### config.mk
export PLATFORM = sky130hd
export DESIGN_NAME = prog_counter_ras
export DESIGN_NICKNAME = d
export VERILOG_FILES = /design/src/rtl/prog_counter_ras.sv
export SDC_FILE = /design/constraint.sdc
export NUM_CORES = 1
export LEC_CHECK = 0
export ABC_AREA = 1
export ABC_CLOCK_PERIOD_IN_PS = 2000
export CAP_MARGIN = 10
export CORE_UTILIZATION = 49
export DETAILED_ROUTE_END_ITERATION = 12
export PLACE_DENSITY = 0.83
export SYNTH_ARGS = -nofsm -noshare
export SYNTH_HDL_FRONTEND = slang
export SYNTH_SLANG_ARGS = --single-unit
### constraint.sdc
create_clock -name clk -period 2 [get_ports clk]
set_input_delay 0.4 -clock clk [delete_from_list [all_inputs] [get_ports clk]]
set_output_delay 0.4 -clock clk [all_outputs]
set_load 0.02 [all_outputs]
### src/rtl/prog_counter_ras.sv
// Program counter with absolute/relative branches, stall, halt state and a
// circular hardware return-address stack (RAS) for call/return.
// The RAS overwrites its oldest entry when a call arrives while it is full.
module prog_counter_ras #(
    parameter int WIDTH     = 9,
    parameter int OFF_W     = 6,
    parameter int RAS_DEPTH = 4,
    localparam int CNT_W    = $clog2(RAS_DEPTH + 1),
    localparam int PTR_W    = (RAS_DEPTH > 1) ? $clog2(RAS_DEPTH) : 1
) (
    input  logic             clk,
    input  logic             start,
    input  logic [WIDTH-1:0] start_addr,
    input  logic             stall,
    input  logic             halt_req,
    input  logic             branch,
    input  logic             taken,
    input  logic             rel,
    input  logic [WIDTH-1:0] target,
    input  logic [OFF_W-1:0] offset,
    input  logic             call,
    input  logic             ret,
    output logic [WIDTH-1:0] pc_out,
    output logic             halted,
    output logic [CNT_W-1:0] ras_count,
    output logic             ras_ovf,
    output logic             ras_unf
);

    typedef enum logic [0:0] {
        ST_RUN  = 1'b0,
        ST_HALT = 1'b1
    } state_t;

    state_t             state_q, state_d;
    logic [WIDTH-1:0]   pc_q, pc_d;
    logic [CNT_W-1:0]   cnt_q, cnt_d;
    logic [PTR_W-1:0]   ptr_q, ptr_d;
    logic               ovf_q, ovf_d;
    logic               unf_q, unf_d;
    logic [WIDTH-1:0]   ras_q [RAS_DEPTH];

    logic               push_en_s;
    logic [WIDTH-1:0]   pc_inc_s;
    logic [WIDTH-1:0]   off_ext_s;
    logic [PTR_W-1:0]   ptr_inc_s;
    logic [PTR_W-1:0]   ptr_dec_s;
    logic               ras_full_s;
    logic               ras_empty_s;

    // Datapath helpers: increment, sign-extended offset, circular pointer steps.
    always_comb begin
        pc_inc_s    = pc_q + WIDTH'(1);
        off_ext_s   = WIDTH'($signed(offset));
        ras_full_s  = (cnt_q == CNT_W'(RAS_DEPTH));
        ras_empty_s = (cnt_q == CNT_W'(0));
        if (ptr_q == PTR_W'(RAS_DEPTH - 1)) begin
            ptr_inc_s = PTR_W'(0);
        end else begin
            ptr_inc_s = ptr_q + PTR_W'(1);
        end
        if (ptr_q == PTR_W'(0)) begin
            ptr_dec_s = PTR_W'(RAS_DEPTH - 1);
        end else begin
            ptr_dec_s = ptr_q - PTR_W'(1);
        end
    end

    // Next-state logic: halt > stall > ret > call > taken branch > increment.
    always_comb begin
        state_d   = state_q;
        pc_d      = pc_q;
        cnt_d     = cnt_q;
        ptr_d     = ptr_q;
        ovf_d     = ovf_q;
        unf_d     = unf_q;
        push_en_s = 1'b0;
        case (state_q)
            ST_RUN: begin
                if (halt_req) begin
                    // PC holds; any concurrent branch/call/ret is dropped.
                    state_d = ST_HALT;
                end else if (stall) begin
                    pc_d = pc_q;
                end else if (ret) begin
                    if (!ras_empty_s) begin
                        pc_d  = ras_q[ptr_dec_s];
                        ptr_d = ptr_dec_s;
                        cnt_d = cnt_q - CNT_W'(1);
                    end else begin
                        pc_d  = pc_inc_s;
                        unf_d = 1'b1;
                    end
                end else if (call) begin
                    push_en_s = 1'b1;
                    pc_d      = target;
                    ptr_d     = ptr_inc_s;
                    if (ras_full_s) begin
                        // Oldest entry is overwritten; depth stays saturated.
                        ovf_d = 1'b1;
                    end else begin
                        cnt_d = cnt_q + CNT_W'(1);
                    end
                end else if (branch && taken) begin
                    if (rel) begin
                        pc_d = pc_q + off_ext_s;
                    end else begin
                        pc_d = target;
                    end
                end else begin
                    pc_d = pc_inc_s;
                end
            end
            ST_HALT: begin
                state_d = ST_HALT;
            end
            default: begin
                state_d = ST_HALT;
            end
        endcase
    end

    // Control state registers; start reloads the PC and clears everything else.
    always_ff @(posedge clk) begin
        if (start) begin
            state_q <= ST_RUN;
            pc_q    <= start_addr;
            cnt_q   <= CNT_W'(0);
            ptr_q   <= PTR_W'(0);
            ovf_q   <= 1'b0;
            unf_q   <= 1'b0;
        end else begin
            state_q <= state_d;
            pc_q    <= pc_d;
            cnt_q   <= cnt_d;
            ptr_q   <= ptr_d;
            ovf_q   <= ovf_d;
            unf_q   <= unf_d;
        end
    end

    // RAS storage; contents are don't-care after start, so no reset is applied.
    always_ff @(posedge clk) begin
        if (!start && push_en_s) begin
            ras_q[ptr_q] <= pc_inc_s;
        end else begin
            ras_q[ptr_q] <= ras_q[ptr_q];
        end
    end

    assign pc_out    = pc_q;
    assign halted    = (state_q == ST_HALT);
    assign ras_count = cnt_q;
    assign ras_ovf   = ovf_q;
    assign ras_unf   = unf_q;

endmodule

-- Yosys cells after proc, flatten, opt, wreduce, memory -nomap -nowiden
Memories as Yosys holds them, arrays and structs flattened.
Index checks and enable logic that the tools add are counted.
W data, S select, Z words.
- $add $sub $neg: 6
- equal/unequal tests: 8
- mux-type cells: 29
- bitwise gates (word level): 5
- reductions and logical operators: 12
- operator list (kind ; number):
    $mux W9 ; 10
    $mux W3 ; 4
    $reduce_and A6 Y1 ; 2
    $mux W2 ; 5
    $ne A2 B2 Y1 const B ; 5
    $reduce_and A5 Y1 ; 2
    $add A9 B1 Y9 const B ; 1
    $add A9 B9 Y9 ; 1
    $mux W1 ; 9
    $not A1 Y1 ; 4
    $add A3 B1 Y3 const B ; 1
    $eq A3 B3 Y1 const B ; 1
    $logic_not A3 Y1 ; 1
    $reduce_and A3 Y1 ; 1
    $sub A3 B1 Y3 const B ; 1
    $add A2 B1 Y2 const B ; 1
    $eq A2 B2 Y1 const B ; 1
    $logic_and A1 B1 Y1 ; 2
    $logic_not A2 Y1 ; 1
    $pmux W1 S2 ; 1
    $reduce_and A2 Y1 ; 1
    $reduce_bool A2 Y1 ; 1
    $sub A2 B1 Y2 const B ; 1
    $logic_not A1 Y1 ; 1
    2 further kinds ; 2
- bits in registers: 17
- memory bits (writable): 36
- input bits: 33
- output and inout bits: 15
- logic and storage cells: 67
- memories: 1
- memories (name ; depth ; bits a word ; rd ports ; clocked after Yosys merged registers in ; write ports ; RTL line ; text):
    ras_q ; 4 ; 9 ; 1 ; 0 ; 1 ; 41 ; logic [WIDTH-1:0] ras_q [RAS_DEPTH];

-- Longest topological paths before layout
- word-level depth: 9
- gate-level depth with buffers: 14
- mapped depth without buffers: 14

-- Worst setup path before layout
Ideal clock, no wire load.
- kind: register to register
- start: reg pc_q[0] (netlist: pc_out[0])
- end: reg pc_q[4] (netlist: pc_out[4]) (data pin)
- library setup time: 0.257 ns
- data arrival time: 1.800 ns
- required time: 1.743 ns
- setup slack: -0.057 ns
- cell stages (with the launch flop): 13
- path buffers: 0
- clock period less this slack: 2.057 ns
- cells stage by stage: edfxtp_1 > ha_1 > inv_1 > fa_1 > inv_1 > nand2_1 > nand2_1 > nand2_1 > xnor2_1 > o21ai_0 > nand2_1 > nand2_1 > a21oi_1
- word-level cells in the longest chain between the ends: 9
- elaborated cells between the ends (all ways): 11
- those cells by class: add/sub (2); mux (9)
- ends and longest elaborated chain (element ; RTL line ; text):
    from (decl) ; 36 ; logic [WIDTH-1:0] pc_q, pc_d;
    from (signal assigned) ; 127 ; pc_q <= start_addr;
    from (signal assigned) ; 134 ; pc_q <= pc_d;
    $add A9 B9 Y9 ; 106 ; pc_d = pc_q + off_ext_s;
    $mux W9 ; 105 ; if (rel) begin
    $mux W9 ; 104 ; end else if (branch && taken) begin
    $mux W9 ; 94 ; end else if (call) begin
    $mux W9 * ; 85 ; end else if (ret) begin
    $mux W9 * ; 83 ; end else if (stall) begin
    $mux W9 * ; 80 ; if (halt_req) begin
    $mux W9 * ; 78 ; case (state_q)
    $mux W9 * ; 125 ; if (start) begin
Every way passes the cells marked *; elsewhere a longest branch is shown, timed or not. The select of a mux whose other input is x is not followed.
A chain may end at the register's enable or synchronous reset.

-- Final worst setup path
- start: in offset[1]
- end: reg pc_q[2] (netlist: pc_out[2]) (data pin)
- word-level cells in the longest chain between the ends: 9
- ends and longest elaborated chain (element ; RTL line ; text):
    from (decl) ; 20 ; input logic [OFF_W-1:0] offset,
    $add A9 B9 Y9 ; 106 ;
    $mux W9 ; 105 ;
    $mux W9 ; 104 ;
    $mux W9 ; 94 ;
    $mux W9 ; 85 ;
    $mux W9 ; 83 ;
    $mux W9 ; 80 ;
    $mux W9 ; 78 ;
    $mux W9 ; 125 ;
No other way between the ends. The select of a mux whose other input is x is not followed.

==> impl_metrics.env <==
export IMPL_num_antenna_cells=0
export IMPL_num_vias=2941
export IMPL_synthCells=372
export IMPL_grt_max_degree=16
export IMPL_path_clk_slew_ns=0.10
export IMPL_drtIter0Drc=195
export IMPL_multi_input_area_um2=1580
export IMPL_fill_cells=484
export IMPL_areaGrowthSynthToFinish_pct=35.7
export IMPL_antenna_found_initial=0
export IMPL_gr_total_overflow=0
export IMPL_cp_arrival_ns=2.06
export IMPL_grt_pass1_wl_mm=13.0
export IMPL_holdCritPathClass="register to register"
export IMPL_dr_pass1_iters=5
export IMPL_design_area_um2=4330
export IMPL_yosysUniqueCellTypes=35
export IMPL_async_flop_share=0
export IMPL_hold_path_endpoint="halted"
export IMPL_die_h_um=82.7
export IMPL_cts_max_level=2
export IMPL_start_util=0.505
export IMPL_cp_max_fo=2
export IMPL_period_minus_slack_ns=1.99
export IMPL_die_w_um=82.7
export IMPL_ios=48
export IMPL_ctsRootBufferMaster="clkbuf_8"
export IMPL_dp_cells=537
export IMPL_drive_above_1_share=0.219
export IMPL_place_area_um2=4090
export IMPL_finalMaxSlewViolations=0
export IMPL_holdBufCountCts=0
export IMPL_startpoint_type="input port"
export IMPL_ant_nets=0
export IMPL_synth_avg_cell_area_um2=8.58
export IMPL_setup_viol=0
export IMPL_port_buffers=47
export IMPL_ys_flop_type="edfxtp_1"
export IMPL_r2r_start="pc_out[0]"
export IMPL_hold_start="halted"
export IMPL_maxCapViolations=0
export IMPL_fmax_mhz=503
export IMPL_finalCritPeriodShare=0.995
export IMPL_die_area_um2=6840
export IMPL_cts_made_buffers=5
export IMPL_core_area_um2=6310
export IMPL_yosys_register_bits=53
export IMPL_wl_per_cell_um=15.7
export IMPL_endpoint_kind="register"
export IMPL_mostFrequentLayoutCells="77 x nand2_1, 51 x buf_4, 45 x clkdlybuf4s50_1, 45 x edfxtp_1, 42 x nor2_1"
export IMPL_clk_path_buf_depth=2
export IMPL_synth_edf_count=45
export IMPL_rows=29
export IMPL_fin_skew_ns=0.0137
export IMPL_nNetsFinal=517
export IMPL_cts_sinks=53
export IMPL_drc=0
export IMPL_hold_path_cell_count=2
export IMPL_yosysWarningCount=0
export IMPL_ir_drop_mv=0.376
export IMPL_reg2reg_slack_ns=0.06
export IMPL_yosysSeqAreaShare=0.474
export IMPL_power_density_nw_per_um2=664
export IMPL_insertion_delay_ns=0.31
export IMPL_dp_hpwl_mm=6.40
export IMPL_tightestPinTransition_ns=0.434
export IMPL_finalHoldViolations=0
export IMPL_final_common_cell="nand2_1"
export IMPL_required_ns=2.07
export IMPL_wirelength_mm=8.58
export IMPL_r2r_end="pc_out[2]"
export IMPL_path_class="input port to register"
export IMPL_register_area_um2=1510
export IMPL_status="completed"
export IMPL_cts_tree="yes"
export IMPL_finalNonFillerCells=547
export IMPL_maxSlewHeadroom=0.708
export IMPL_vias_per_cell=5.38
export IMPL_grt_pass1_vias=2730
export IMPL_syn_num_nets=420
export IMPL_synthesis_area_um2=3190
export IMPL_gp_congestion=0.889
export IMPL_grt_usage=0.260
export IMPL_p_leak_nw=1.82
export IMPL_rr_worst_depth=11
export IMPL_rsz0062_at_grt="true"
==> worst max path at each step <==
stage                          from        end  slack, ns  cells after the start
after floorplan           pc_out[0]  pc_out[4]       0.01                     12
after global placement    offset[0]  pc_out[1]      -0.38                      9
after detailed placement  offset[0]  pc_out[8]      -0.41                     14
after CTS                 offset[1]  pc_out[6]       0.04                     13
after global routing      pc_out[0]  pc_out[8]      -0.05                     10
final                     offset[1]  pc_out[2]       0.01                     11
==> through the flow <==
stage | hold slack [ns] | worst slack [ns] | utilization | TNS (ns) | power [W]
after floorplan | 0.472 | 0.0119 | - | 0 | 0.00175
after global placement | 0.444 | -0.377 | 0.647 | -2.51 | 0.00207
after detailed placement | 0.460 | -0.407 | 0.647 | -3.72 | 0.00210
after CTS | 0.483 | 0.0383 | 0.668 | 0 | 0.00281
after global routing | 0.526 | -0.0481 | 0.686 | -0.160 | 0.00300
final | 0.489 | 0.0108 | 0.686 | 0 | 0.00287
==> flip-flops by register name (all words and copies together) (netlist names) <==
signal	flops
ras_q	36
pc_out	9
ras_count	3
ptr_q	2
halted	1
ras_ovf	1
ras_unf	1
==> metal layers <==
layer  routed length, µm  vias up  part of all wire  GRT usage
met4                 179        0             0.021     0.0931
li1                    -     1430                 -          -
met2                4320      128              0.50      0.442
met3                 465       17             0.054     0.0385
met5                   0        -                 0          0
met1                3620     1366              0.42      0.335
==> power breakdown <==
part	switching (W)	total (W)	internal, W
clock network	0.000346	0.000716	0.000370
logic	0.000467	0.000868	0.000401
registers	0.0000308	0.00129	0.00126
total	0.000844	0.00287	0.00203
==> area by class of cell <==
type / count / share of cell area
clock buffer: 6 / 0.0168
multi-input combinational: 264 / 0.364
timing repair buffer: 99 / 0.200
inverter: 46 / 0.0399
sequential: 53 / 0.349
tap: 77 / 0.0222
clock inverter: 2 / 0.00780
==> critical path, cell delays in order <==
cell and delay (ns):
clkdlybuf4s50_1 0.49, inv_1 0.06, fa_2 0.37, buf_6 0.13, xnor2_2 0.11, nor2_1 0.12, o22ai_1 0.08, nand2_1 0.08
nand3_2 0.09, o21ai_2 0.07, inv_1 0.05
==> Yosys cell counts (2+ instances only) <==
cell type / number / share of area
fa_1: 2 / 0.013
inv_2: 5 / 0.0059
o21ai_0: 23 / 0.036
nor2_1: 43 / 0.051
o21ai_1: 2 / 0.0031
dfxtp_1: 8 / 0.050
o22ai_1: 5 / 0.0098
nand3b_1: 2 / 0.0047
nand3_2: 4 / 0.013
nand3_1: 29 / 0.045
ha_1: 13 / 0.051
nand2_1: 84 / 0.099
a22oi_1: 2 / 0.0047
nor2_4: 3 / 0.011
or2_2: 2 / 0.0039
buf_2: 6 / 0.0094
edfxtp_1: 45 / 0.42
inv_1: 40 / 0.047
xnor2_1: 8 / 0.022
xnor2_2: 2 / 0.010
a21oi_1: 26 / 0.041
a21oi_2: 3 / 0.0082
xor2_1: 3 / 0.0082
==> cell families (layout without fill, tap and decap cells) <==
logic type / after synthesis / after routing / synth area share
compound gates: 65 / 65 / 0.115
xor+xnor: 13 / 13 / 0.0404
fa+ha+maj: 15 / 15 / 0.0635
buf+inv: 55 / 153 / 0.0706
flops: 53 / 53 / 0.474
simple gates: 171 / 171 / 0.237
==> timing repair <==
action | in CTS | in global routing
setup endpoints to repair | 7 | 9
hold endpoints to repair | 0 | 0
pin swaps | 5 | 10
gates resized for setup | 7 | 24
setup buffers | 1 | 1
(Power assumes the default switching activity.)
